<file path="src/rtl/embedded_system_nios2_qsys_0_div_cell_if.sv">
// Request/result bundle between the Nios II M stage and the iterative divide cell.
// The remainder signal exists only when NIOS_DIV_REMAINDER_EN is defined.
interface embedded_system_nios2_qsys_0_div_cell_if #(
  parameter int unsigned DATA_W = 32
);
  logic              M_div_start;
  logic              M_div_signed;
  logic [DATA_W-1:0] M_div_src1;
  logic [DATA_W-1:0] M_div_src2;
  logic              M_div_busy;
  logic              M_div_done;
  logic [DATA_W-1:0] M_div_cell_result;
  logic              M_div_by_zero;
`ifdef NIOS_DIV_REMAINDER_EN
  logic [DATA_W-1:0] M_div_cell_remainder;

  modport master (
    output M_div_start, M_div_signed, M_div_src1, M_div_src2,
    input  M_div_busy, M_div_done, M_div_cell_result, M_div_by_zero, M_div_cell_remainder
  );

  modport slave (
    input  M_div_start, M_div_signed, M_div_src1, M_div_src2,
    output M_div_busy, M_div_done, M_div_cell_result, M_div_by_zero, M_div_cell_remainder
  );
`else
  modport master (
    output M_div_start, M_div_signed, M_div_src1, M_div_src2,
    input  M_div_busy, M_div_done, M_div_cell_result, M_div_by_zero
  );

  modport slave (
    input  M_div_start, M_div_signed, M_div_src1, M_div_src2,
    output M_div_busy, M_div_done, M_div_cell_result, M_div_by_zero
  );
`endif
endinterface

</file>
<file path="src/rtl/embedded_system_nios2_qsys_0_div_cell.sv">
// Iterative radix-2 restoring divider for Nios II div/divu, one quotient bit per cycle.
// Define NIOS_DIV_REMAINDER_EN to export the remainder on the interface.
module embedded_system_nios2_qsys_0_div_cell #(
  parameter int unsigned DATA_W = 32
) (
  input  logic clk,
  input  logic reset_n,
  embedded_system_nios2_qsys_0_div_cell_if.slave bus
);

  localparam int unsigned CNT_W = (DATA_W > 1) ? $clog2(DATA_W) : 1;
  localparam logic [DATA_W-1:0] MIN_NEG = {1'b1, {(DATA_W-1){1'b0}}};

  typedef enum logic [2:0] {
    S_IDLE,
    S_SETUP,
    S_CALC,
    S_FIX,
    S_DONE
  } state_t;

  state_t            state_q;
  logic              signed_q;
  logic [DATA_W-1:0] src1_q;
  logic [DATA_W-1:0] src2_q;
  logic [DATA_W-1:0] dvd_q;   // dividend shifts out at the top, quotient shifts in at the bottom
  logic [DATA_W-1:0] dvs_q;
  logic [DATA_W-1:0] rem_q;
  logic              q_neg_q;
  logic [CNT_W-1:0]  cnt_q;
  logic              busy_q;
  logic              done_q;
  logic [DATA_W-1:0] result_q;
  logic              by_zero_q;
`ifdef NIOS_DIV_REMAINDER_EN
  logic              r_neg_q;
  logic [DATA_W-1:0] remainder_q;
`endif

  // Operand magnitudes; the most negative value maps onto its unsigned magnitude.
  logic [DATA_W-1:0] mag1;
  logic [DATA_W-1:0] mag2;
  assign mag1 = (signed_q && src1_q[DATA_W-1]) ? -src1_q : src1_q;
  assign mag2 = (signed_q && src2_q[DATA_W-1]) ? -src2_q : src2_q;

  // Restoring step: the shifted partial remainder is always below 2*|dvs|.
  logic [DATA_W:0]   shifted;
  logic              trial_ok;
  logic [DATA_W-1:0] rem_sub;
  assign shifted  = {rem_q, dvd_q[DATA_W-1]};
  assign trial_ok = (shifted >= {1'b0, dvs_q});
  assign rem_sub  = shifted[DATA_W-1:0] - dvs_q;

  logic [DATA_W-1:0] q_fix;
  logic              is_zero;
  logic              is_ovf;
  assign q_fix   = q_neg_q ? -dvd_q : dvd_q;
  assign is_zero = (src2_q == '0);
  assign is_ovf  = signed_q && (src1_q == MIN_NEG) && (src2_q == '1);

`ifdef NIOS_DIV_REMAINDER_EN
  logic [DATA_W-1:0] r_fix;
  assign r_fix = r_neg_q ? -rem_q : rem_q;
`endif

  always_ff @(posedge clk or negedge reset_n) begin
    if (!reset_n) begin
      state_q     <= S_IDLE;
      signed_q    <= 1'b0;
      src1_q      <= '0;
      src2_q      <= '0;
      dvd_q       <= '0;
      dvs_q       <= '0;
      rem_q       <= '0;
      q_neg_q     <= 1'b0;
      cnt_q       <= '0;
      busy_q      <= 1'b0;
      done_q      <= 1'b0;
      result_q    <= '0;
      by_zero_q   <= 1'b0;
`ifdef NIOS_DIV_REMAINDER_EN
      r_neg_q     <= 1'b0;
      remainder_q <= '0;
`endif
    end else begin
      done_q <= 1'b0;
      case (state_q)
        S_IDLE: begin
          if (bus.M_div_start) begin
            signed_q <= bus.M_div_signed;
            src1_q   <= bus.M_div_src1;
            src2_q   <= bus.M_div_src2;
            busy_q   <= 1'b1;
            state_q  <= S_SETUP;
          end
        end
        S_SETUP: begin
          dvd_q   <= mag1;
          dvs_q   <= mag2;
          rem_q   <= '0;
          q_neg_q <= signed_q & (src1_q[DATA_W-1] ^ src2_q[DATA_W-1]);
`ifdef NIOS_DIV_REMAINDER_EN
          r_neg_q <= signed_q & src1_q[DATA_W-1];
`endif
          cnt_q   <= CNT_W'(DATA_W - 1);
          state_q <= S_CALC;
        end
        S_CALC: begin
          rem_q <= trial_ok ? rem_sub : shifted[DATA_W-1:0];
          dvd_q <= {dvd_q[DATA_W-2:0], trial_ok};
          if (cnt_q == '0) begin
            state_q <= S_FIX;
          end else begin
            cnt_q <= cnt_q - CNT_W'(1);
          end
        end
        S_FIX: begin
          // Special cases take precedence over the computed magnitudes.
          if (is_zero) begin
            result_q    <= '1;
            by_zero_q   <= 1'b1;
`ifdef NIOS_DIV_REMAINDER_EN
            remainder_q <= src1_q;
`endif
          end else if (is_ovf) begin
            result_q    <= MIN_NEG;
            by_zero_q   <= 1'b0;
`ifdef NIOS_DIV_REMAINDER_EN
            remainder_q <= '0;
`endif
          end else begin
            result_q    <= q_fix;
            by_zero_q   <= 1'b0;
`ifdef NIOS_DIV_REMAINDER_EN
            remainder_q <= r_fix;
`endif
          end
          done_q  <= 1'b1;
          state_q <= S_DONE;
        end
        S_DONE: begin
          busy_q  <= 1'b0;
          state_q <= S_IDLE;
        end
        default: begin
          busy_q  <= 1'b0;
          state_q <= S_IDLE;
        end
      endcase
    end
  end

  assign bus.M_div_busy        = busy_q;
  assign bus.M_div_done        = done_q;
  assign bus.M_div_cell_result = result_q;
  assign bus.M_div_by_zero     = by_zero_q;
`ifdef NIOS_DIV_REMAINDER_EN
  assign bus.M_div_cell_remainder = remainder_q;
`endif

endmodule
</file>
<file path="src/flat_wrapper.sv">
// flat-port wrapper written by rule: the top's interface ports become plain ports
module embedded_system_nios2_qsys_0_div_cell_flat 
#(
  parameter int unsigned DATA_W = 32
)
  (clk, reset_n, bus_M_div_start, bus_M_div_signed, bus_M_div_src1, bus_M_div_src2, bus_M_div_busy, bus_M_div_done, bus_M_div_cell_result, bus_M_div_by_zero);
  embedded_system_nios2_qsys_0_div_cell_if #(.DATA_W(DATA_W)) bus_i ();
  input  logic clk;
  input  logic reset_n;
  input wire logic [$bits(bus_i.M_div_start)-1:0] bus_M_div_start;
  input wire logic [$bits(bus_i.M_div_signed)-1:0] bus_M_div_signed;
  input wire logic [$bits(bus_i.M_div_src1)-1:0] bus_M_div_src1;
  input wire logic [$bits(bus_i.M_div_src2)-1:0] bus_M_div_src2;
  output wire logic [$bits(bus_i.M_div_busy)-1:0] bus_M_div_busy;
  output wire logic [$bits(bus_i.M_div_done)-1:0] bus_M_div_done;
  output wire logic [$bits(bus_i.M_div_cell_result)-1:0] bus_M_div_cell_result;
  output wire logic [$bits(bus_i.M_div_by_zero)-1:0] bus_M_div_by_zero;
  assign bus_i.M_div_start = bus_M_div_start;
  assign bus_i.M_div_signed = bus_M_div_signed;
  assign bus_i.M_div_src1 = bus_M_div_src1;
  assign bus_i.M_div_src2 = bus_M_div_src2;
  assign bus_M_div_busy = bus_i.M_div_busy;
  assign bus_M_div_done = bus_i.M_div_done;
  assign bus_M_div_cell_result = bus_i.M_div_cell_result;
  assign bus_M_div_by_zero = bus_i.M_div_by_zero;
  embedded_system_nios2_qsys_0_div_cell #(.DATA_W(DATA_W)) u_core (.clk(clk), .reset_n(reset_n), .bus(bus_i));
endmodule
</file>
<file path="config.mk">
export PLATFORM = sky130hd
export DESIGN_NAME = embedded_system_nios2_qsys_0_div_cell_flat
export DESIGN_NICKNAME = d
export VERILOG_FILES = /design/src/rtl/embedded_system_nios2_qsys_0_div_cell_if.sv /design/src/rtl/embedded_system_nios2_qsys_0_div_cell.sv /design/src/flat_wrapper.sv
export SDC_FILE = /design/constraint.sdc
export NUM_CORES = 1
export LEC_CHECK = 0
export CORE_MARGIN = 5
export CORE_UTILIZATION = 30
export CTS_CLUSTER_SIZE = 12
export DETAILED_ROUTE_END_ITERATION = 16
export PLACE_DENSITY_LB_ADDON = 0.08
export SLEW_MARGIN = 20
export SYNTH_ARGS = -nofsm -noshare
export SYNTH_HDL_FRONTEND = slang
export SYNTH_SLANG_ARGS = --single-unit
export TNS_END_PERCENT = 1
</file>
<file path="constraint.sdc">
create_clock -name clk -period 6.6 [get_ports clk]
set_input_delay 1.98 -clock clk [delete_from_list [all_inputs] [get_ports clk]]
set_output_delay 1.98 -clock clk [all_outputs]
set_load 0.02 [all_outputs]
</file>
Yosys cells after proc, flatten, opt, wreduce, memory -nomap -nowiden --
Index checks and enable logic that the tools add are counted.
Storage, ports and cells: input port bits 68, bits in read-only memories 0, bits in registers 205, latch bits 0, bits in writable memories 0, memories 0, output and inout port bits 35, word-level logic and storage cells 60
Operators by class: $lt $le $gt $ge 1, bitwise operators 3, shift-type cells 0, div/mod/pow operators 0, equality and inequality tests 8, reductions and logical operators 13, $mul 0, mux-type cells 17, $add $sub $neg 5
Operators by type and width (number):
- $mux W32 | 6
- $pmux W32 S2 | 2
- $neg A32 Y32 | 3
- $eq A32 B32 Y1 const B | 2
- $ge A33 B32 Y1 | 1
- $logic_not A32 Y1 | 1
- $sub A32 B32 Y32 | 1
- $pmux W3 S4 | 1
- $pmux W5 S2 | 1
- $reduce_and A2 Y1 | 4
- $eq A3 B2 Y1 const B | 2
- $mux W3 | 2
- $logic_not A5 Y1 | 1
- $mux W5 | 1
- $sub A5 B1 Y5 const B | 1
- $logic_and A1 B1 Y1 | 4
- $ne A2 B2 Y1 const B | 2
- $eq A3 B1 Y1 const B | 1
- $logic_not A3 Y1 | 1
- $mux W1 | 3
- $reduce_or A3 Y1 | 1
- $ne A2 B1 Y1 const B | 1
- $pmux W1 S2 | 1
- $reduce_bool A2 Y1 | 1
- other kinds (3) | 3

Depth between registers and ports, before layout --
Gate-level depths: netlist of the first run.
depth after elaboration 5, gate-level depth with buffers 13, mapped depth without buffers 12

Worst setup path after synthesis of the first run --
OpenSTA, ideal clock, no wires.
kind in2reg, from in bus_M_div_start, to reg u_core.signed_q, setup time 125 ps, setup slack 3171 ps, cell stages on the path 4, data required time 6475 ps, path buffers 1, arrival time 3304 ps, cell sequence nand2b_1 -> nor3_1 -> clkbuf_1 -> mux2_2
Between the ends: longest elaborated chain between the ends 1
Ends and longest elaborated chain:
- from (decl) | RTL line flat_wrapper.sv:10 | input wire logic [$bits(bus_i.M_div_start)-1:0] bus_M_div_start;
- $reduce_and A2 Y1 (no line)
- to (signal assigned) | RTL line embedded_system_nios2_qsys_0_div_cell.sv:90 | signed_q <= bus.M_div_signed;
- to (decl) | RTL line embedded_system_nios2_qsys_0_div_cell.sv:23 | logic signed_q;
Every way passes these cells. A chain may end at the register's enable or synchronous reset.

Final worst setup path of the first run --
from reg u_core.dvd_q[4], to reg u_core.result_q[29], in the netlist u_core.bus.M_div_cell_result[29]
Between the ends: longest elaborated chain between the ends 4
Ends and longest elaborated chain:
- from (decl) | RTL line embedded_system_nios2_qsys_0_div_cell.sv:26 | logic [DATA_W-1:0] dvd_q;
- from (signal assigned) | RTL line embedded_system_nios2_qsys_0_div_cell.sv:98 | dvd_q <= mag1;
- from (signal assigned) | RTL line embedded_system_nios2_qsys_0_div_cell.sv:110 | dvd_q <= {dvd_q[DATA_W-2:0], trial_ok};
- $neg A32 Y32 | RTL line embedded_system_nios2_qsys_0_div_cell.sv:57 | assign q_fix = q_neg_q ? -dvd_q : dvd_q;
- $mux W32 | RTL line embedded_system_nios2_qsys_0_div_cell.sv:57
- $mux W32 | RTL line embedded_system_nios2_qsys_0_div_cell.sv:125 | end else if (is_ovf) begin
- $mux W32 | RTL line embedded_system_nios2_qsys_0_div_cell.sv:119 | if (is_zero) begin
- to (signal assigned) | RTL line embedded_system_nios2_qsys_0_div_cell.sv:132 | result_q <= q_fix;
- to (decl) | RTL line embedded_system_nios2_qsys_0_div_cell.sv:33 | logic [DATA_W-1:0] result_q;
Every way passes these cells.

==> impl_results.md, run 1 <==
- Result of the run: finished, final reports clean
- Actual slew at the worst max-slew pin: 1.12 ns
- Area Overhead vs Synth: 20.2%
- Worst min-delay path startpoint: u_core.dvs_q[18]$_DFFE_PN0P_
- Residual overflow from global routing: 0
- Wire per inst: 17.7 µm
- Element type at the critical path end: register
- Commonest cells in the synthesized netlist: dfrtp_1, nand2_1, o21ai_0, xor2_1, inv_1
- Post-synthesis sequential area ratio: 0.439
- Share of cells above drive strength 1: 0.0927
- Fmax achieved: 273 MHz
- Most used flip-flop cell after synthesis: dfrtp_1
- # resized after CTS: 0
- Total of flip-flops plus latches after synthesis: 205
- RePlAce Congestion: 0.871
- Count of pins over their slew limit: 0
- Final period demand of the worst path: between 3 and 4 ns
- Placeable Area: 38600 µm²
- Post-synthesis average cell area: 9.45 µm²
- Crit Reg-Reg Endpoint: u_core.bus.M_div_cell_result[29]$_DFFE_PN0P_
- Die X: a little over 200 µm
- Clock edge transition at the registers on the reported setup and hold paths: 0.06 ns
- Setup CP Type: register to register
- Count of cells along the worst hold path: 2
- CTS tree: yes
- Antenna cells: 0
- Iteration-0 DRC Markers: 514
- Share of the core filled with cells in the final layout: 0.364
- Placed standard-cell area: 13300 µm²
- Cell count of the worst reg-to-reg path: 9
- Latest clock arrival within the worst-skew pair: 0.54 ns
- Setup repair after global routing missed its margin: false
- GR met2 Demand/Resource: 0.210
- Element type at the critical path start: register
- Pleak: 5.85 nW
- Most frequent cell after synthesis: dfrtp_1
- Share of the clock period used by the worst path: 0.555
- Hold endpoint: u_core.dvs_q[18]$_DFFE_PN0P_
- Worst Path Max Fanout: 5
- Vias after detailed routing: between 9000 and 10000
- First-pass GRT wire length: 53700 µm
- Most Crowded Layer GR: met1
- Hold buffer count at CTS: 0
- Half-perimeter wire length of the detailed placement result: roughly 24000 µm
- Remaining number of nets flagged by the antenna check after routing: 0
- Global routing usage on met1: 0.246
- Arrival time reported for the critical path endpoint: roughly 4.1 ns
- Number of search-and-repair iterations in the first detailed-routing pass: 5
- Number of warnings issued by yosys: 0
- Post-Synthesis Cell Area: 11700 µm²
- Fraction of met3 tracks used by global routing: 0.0189
- Cell taking the most area after synthesis: dfrtp_1
- CTS Buf Count: 25
- Effective utilization at floorplan: 0.303
- Number of antenna violations at the first check in global routing: 0
- Required time worst endpoint: 7.00 ns
- Fraction of synthesis flops using an asynchronous set or reset pin: 1.00
- Fin nets: 1425
- Combined area of the multi-input logic cells: 6140 µm²
- Via count of the first global-routing pass: 9238
- Max_slew headroom: 0.248
- Final setup violation count: 0
- Path type of the worst min-delay path: register to register
- Portion of synthesized cell area occupied by the leading cell type: 0.439
- Maximum count of clock buffers along a single path: 3
- Cell chosen for the clock root: clkbuf_16
- Final Routed Wirelength: roughly 33000 µm
- Remaining design rule violation count: 0
- Fill cells: 3960
- # port buffers: just over 100
- Total power density per cell area: roughly 540 nW/µm²
- Area enclosed by the die boundary: 43000 µm²
- Number of max-cap violations: 0
- Post-Route Setup TNS: 0 ns
- Startpoint of the lowest-slack register-to-register path: u_core.dvd_q[4]$_DFFE_PN0P_
- Storage cell area: about 5100 µm²
- Number of flops mapped to enable cells by yosys: 0
- H-tree lvl count: 1
- Net count of the mapped netlist: 1344
- Worst setup path startpoint: u_core.dvd_q[4]$_DFFE_PN0P_
- Number of I/O pins: 103
- Post-Route Skew: 0.0177 ns
- Via-to-Cell Ratio: 4.94
- Total count of hold-check failures in the final report: 0
- Area of all placed cells without fillers: 14000 µm²
- Setup Fix Bufs, Post-CTS: 0
- Max IR drop VDD: 197 µV
- Maximum number of pins on one net before global-route repair: 103
- Cells after Synth: ~1200
- Top area cells in the synthesized netlist: dfrtp_1, xor2_1, mux2_2
- Synth cell types: 65
- Floorplan row count: 72
- Gr usage total: 0.151
- Minimum setup slack among reg-to-reg paths: 2.94 ns
- TritonCTS Sinks: 205
- Height of the chip: 207 µm
[flip-flops by register name (all words and copies together), names as in the netlist]
signal and flops:
u_core.bus.M_div_cell_result 32, u_core.cnt_q 5, u_core.bus.M_div_by_zero 1, u_core.src1_q 32, u_core.dvs_q 32, u_core.signed_q 1, u_core.q_neg_q 1, u_core.bus.M_div_done 1
u_core.bus.M_div_busy 1, u_core.dvd_q 32, u_core.src2_q 32, u_core.rem_q 32, u_core.state_q 3
[per-layer routing]
metal,share of wire,up-vias
met3,0.031,37
li1,-,4605
met4,0.017,0
met2,0.40,150
met1,0.55,4365
met5,0,-
[where the power goes]
part / internal (mW) / switching [mW]
Combinational: 1.60 / 2.16
Clock: 0.788 / 0.550
Sequential: 1.82 / 0.682
[through the flow]
step	total power, mW	hold WS [ns]	setup WS [ns]	instances
5_1_grt	8.28	0.496	2.72	1855
4_1_cts	7.70	0.484	2.90	1855
3_5_place_dp	6.32	0.471	2.62	1809
2_1_floorplan	5.07	0.450	3.17	1237
3_3_place_gp	6.29	0.462	2.62	1809
6_report	7.60	0.477	2.94	1855
[area by class of cell]
type	instances	share of cell area
multi-input cells	913	0.437
repair buffers	114	0.0794
flip-flops and latches	205	0.365
clock inverters	7	0.00534
well taps	518	0.0461
clock buffers	39	0.0511
inverters	59	0.0158
[how the worst max path moves through the flow]
stage | endpoint | depth (start not counted)
floorplan | u_core.signed_q$_DFFE_PN0P_ | 4
global route | u_core.bus.M_div_cell_result[29]$_DFFE_PN0P_ | 9
finish | u_core.bus.M_div_cell_result[29]$_DFFE_PN0P_ | 9
global placement | u_core.src2_q[9]$_DFFE_PN0P_ | 5
CTS | u_core.bus.M_div_cell_result[29]$_DFFE_PN0P_ | 9
detailed placement | u_core.src2_q[13]$_DFFE_PN0P_ | 5
[placed cells by master, fill, tap and decap left out, types with 4 or more instances in the layout]
master           synthesis  final
mux2_2                  58     58
o211ai_1                35     35
inv_1                   59     59
o31ai_1                 19     19
or4_1                   12     12
xnor2_1                 38     38
dfrtp_1                205    205
mux2i_1                 17     17
a211oi_1                 4      4
o21ai_0                125    125
and3_1                   6      6
and2_1                   6      7
nor2b_1                  5      5
buf_4                    0     12
clkdlybuf4s50_1          0    101
a221o_1                  4      4
clkbuf_1                55     10
o41ai_1                  7      7
o21ai_1                 18     17
or4_4                    4      4
nand2_1                160    160
xor2_1                  79     79
a31oi_1                  7      7
nor3_1                  23     22
ha_1                    38     38
nor4_1                  11     11
a21oi_1                 58     57
a22oi_1                 29     29
nand2b_1                 8      8
clkbuf_16                0     25
nor2_1                  43     42
nand3_1                 26     26
a21o_1                  16     16
clkbuf_8                 0      5
nand4_1                 10     10
[worst max-delay path, cell delays in order, from the launching register on]
cell      delay (ns)
dfrtp_1         0.45
nor4_4          0.37
nand3_2         0.15
or4_1           0.51
or4_1           0.45
or4_1           0.47
or4_4           0.46
o41ai_2         0.24
xor2_1          0.29
o211ai_1        0.12
[cells by family after synthesis]
group | synth area share
adder cells (fa/ha/maj) | 0.0424
XOR/XNOR | 0.0877
multiplexers | 0.0705
buffers and inverters | 0.0382
AND/OR/NAND/NOR | 0.137
flip-flops | 0.439
AO/OA/AOI/OAI | 0.186
Power figures use the tool's default switching activity.
==> run 2: changes to the inputs <==
Clock period 6.6 ns to 3.42 ns, I/O delays scaled along.
==> impl_results.md, run 2 (same netlist as run 1, synthesis figures left out) <==
- Pleak: 6.11 nW (+4.4%)
- Vias after detailed routing: 9328 (+1.9%)
- Maximum count of clock buffers along a single path: 3 (unchanged)
- Number of max-cap violations: 0 (unchanged)
- Area Overhead vs Synth: 23.9%
- Total power density per cell area: 1050 nW/µm² (+94%)
- First-pass GRT wire length: 54900 µm (+2.3%)
- Required time worst endpoint: 3.81 ns (-3.19 ns)
- Post-Route Skew: 0.0235 ns (+0.00583 ns)
- Remaining design rule violation count: 0 (unchanged)
- Startpoint of the lowest-slack register-to-register path: u_core.dvd_q[3]$_DFFE_PN0P_
- H-tree lvl count: 1 (unchanged)
- PnR Total Power: 15.2 mW (+100%)
- Clock edge transition at the registers on the reported setup and hold paths: 0.06 ns (about the same)
- Number of search-and-repair iterations in the first detailed-routing pass: 5 (unchanged)
- Element type at the critical path end: register
- Element type at the critical path start: register
- Count of pins over their slew limit: 0 (unchanged)
- Result of the run: finished, final reports clean
- Half-perimeter wire length of the detailed placement result: 24900 µm (+5.1%)
- Destination of the critical timing path: u_core.bus.M_div_cell_result[29]$_DFFE_PN0P_
- Total met2 wirelength after detailed routing: 13300 µm (+1.6%)
- Maximum number of pins on one net before global-route repair: 100 (-2.9%)
- Via-to-Cell Ratio: 4.94 (about the same)
- CTS Buf Count: 26 (+4.0%)
- Die X: 207 µm (unchanged)
- Effective utilization at floorplan: 0.303 (unchanged)
- Sum of routed wire segments on met1: 18400 µm (+0.75%)
- Final Routed Wirelength: 33600 µm (+2.2%)
- TritonCTS Sinks: 205 (unchanged)
- Height of the chip: 207 µm (unchanged)
- Final setup violation count: 0 (unchanged)
- Latest clock arrival within the worst-skew pair: 0.54 ns (about the same)
- Max_slew headroom: 0.252 (+0.00451)
- Share of cells above drive strength 1: 0.122 (+0.0297)
- Path type of the worst min-delay path: register to register
- Worst Path Max Fanout: 3 (-2)
- Wire per inst: 17.8 µm (+0.32%)
- Floorplan row count: 72 (unchanged)
- Cell count of the worst reg-to-reg path: 10 (+1)
- Total count of hold-check failures in the final report: 0 (unchanged)
- Area enclosed by the die boundary: 43000 µm² (unchanged)
- Smallest hold slack: 0.478 ns (+0.00116 ns)
- Crit Reg-Reg Endpoint: u_core.bus.M_div_cell_result[29]$_DFFE_PN0P_
- Gr usage total: 0.153 (+0.00239)
- Remaining number of nets flagged by the antenna check after routing: 0 (unchanged)
- Placeable Area: 38600 µm² (unchanged)
- Actual slew at the worst max-slew pin: 1.12 ns (-0.00184 ns)
- Hold buffer count at CTS: 0 (unchanged)
- Share of the clock period used by the worst path: 0.986 (+0.431)
- Setup repair after global routing missed its margin: true
- Number of antenna violations at the first check in global routing: 0 (unchanged)
- Iteration-0 DRC Markers: 492 (-4.3%)
- Fin nets: 1460 (+2.5%)
- Top library cells by usage in the layout, fill and taps aside: dfrtp_1, nand2_1, o21ai_0
- Max IR drop VDD: 391 µV (+99%)
- Worst setup path startpoint: u_core.dvd_q[3]$_DFFE_PN0P_
- Final period demand of the worst path: 3.37 ns (-0.289 ns)
- Arrival time reported for the critical path endpoint: 3.76 ns (-0.30 ns)
- Minimum setup slack among reg-to-reg paths: 0.05 ns (-2.89 ns)
- WL met3: 1370 µm (+35%)
- Antenna cells: 0 (unchanged)
- RePlAce Congestion: 0.853 (-2.0%)
- CTS tree: yes
- Most common library cell in the layout ignoring fill and taps: dfrtp_1
- Number of I/O pins: 103 (unchanged)
- Cell chosen for the clock root: clkbuf_16
- Setup CP Type: register to register
- # port buffers: 102 (unchanged)
- Highest routed layer: met4
- Via count of the first global-routing pass: 9621 (+4.1%)
- Fmax achieved: 297 MHz (+8.6%)
- Residual overflow from global routing: 0 (unchanged)
[run 2: changes by cell type in the layout (fill, tap and decap cells not counted), moves of 3 or more]
cell | before | now
clkbuf_1 | 10 | 6
clkinvlp_4 | 3 | 0
buf_12 | 0 | 5
or4_4 | 4 | 7
buf_4 | 12 | 41
clkinv_2 | 1 | 6
or4_1 | 12 | 9
[run 2: layout make-up]
type,count,area [µm²]
fill,4026,24100
multi-input combinational,913,6180
sequential,205,5130
timing repair buffer,148,1430
clock buffer,38,767
tap,518,648
inverter,59,221
clock inverter,9,98.8
[run 2: worst min path at each step]
stage	from	endpoint	slack, ns	cells after the start
after CTS	u_core.dvs_q[20]$_DFFE_PN0P_	u_core.dvs_q[20]$_DFFE_PN0P_	0.48	2
after global routing	u_core.dvs_q[20]$_DFFE_PN0P_	u_core.dvs_q[20]$_DFFE_PN0P_	0.49	2
after floorplan	u_core.dvs_q[10]$_DFFE_PN0P_	u_core.dvs_q[10]$_DFFE_PN0P_	0.45	2
after detailed placement	u_core.dvs_q[20]$_DFFE_PN0P_	u_core.dvs_q[20]$_DFFE_PN0P_	0.47	2
final	u_core.dvs_q[24]$_DFFE_PN0P_	u_core.dvs_q[24]$_DFFE_PN0P_	0.48	2
after global placement	u_core.dvs_q[6]$_DFFE_PN0P_	u_core.dvs_q[6]$_DFFE_PN0P_	0.46	2
[run 2: metrics by stage]
step                cell area, µm²  instances  setup TNS, ns  setup slack, ns   util
CTS                          14400       1889              0           0.0389  0.374
global route                 14500       1890         -0.177          -0.0899  0.376
global placement             13600       1842              0           0.0884  0.352
finish                       14500       1890              0           0.0487  0.376
detailed placement           13600       1842              0           0.0472  0.352
floorplan                    11700       1237              0            0.112      -
[run 2: routing by layer]
| metal | track usage | vias to the layer above |
|---|---|---|
| li1 | - | 4685 |
| met1 | 0.247 | 4463 |
| met2 | 0.212 | 146 |
| met3 | 0.0257 | 34 |
| met4 | 0.0349 | 0 |
| met5 | 0 | - |
[run 2: report_power, final]
part           internal, mW  switching, mW
registers              3.52           1.26
clock network          1.70           1.08
logic                  3.34           4.30
[run 2: worst max-delay path, cell delays in order, from the launching register on]
cell and delay [ns]:
dfrtp_1 0.41, nor4_4 0.33, buf_4 0.17, nand3_2 0.06, or4_4 0.43, or4_4 0.42, or4_4 0.44, or4_4 0.48
o41ai_4 0.23, xor2_1 0.18, o211ai_1 0.09
[run 2: repair_timing]
item,in CTS,in global routing
setup buffers,0,1
endpoints found under the setup margin,0,5
resized for setup,0,7
==> run 3: changes to the inputs <==
Settings changed: CAP_MARGIN set to 20.
==> results of run 3 <==
The final DEF is identical to that of run 2; final timing and power are the same.
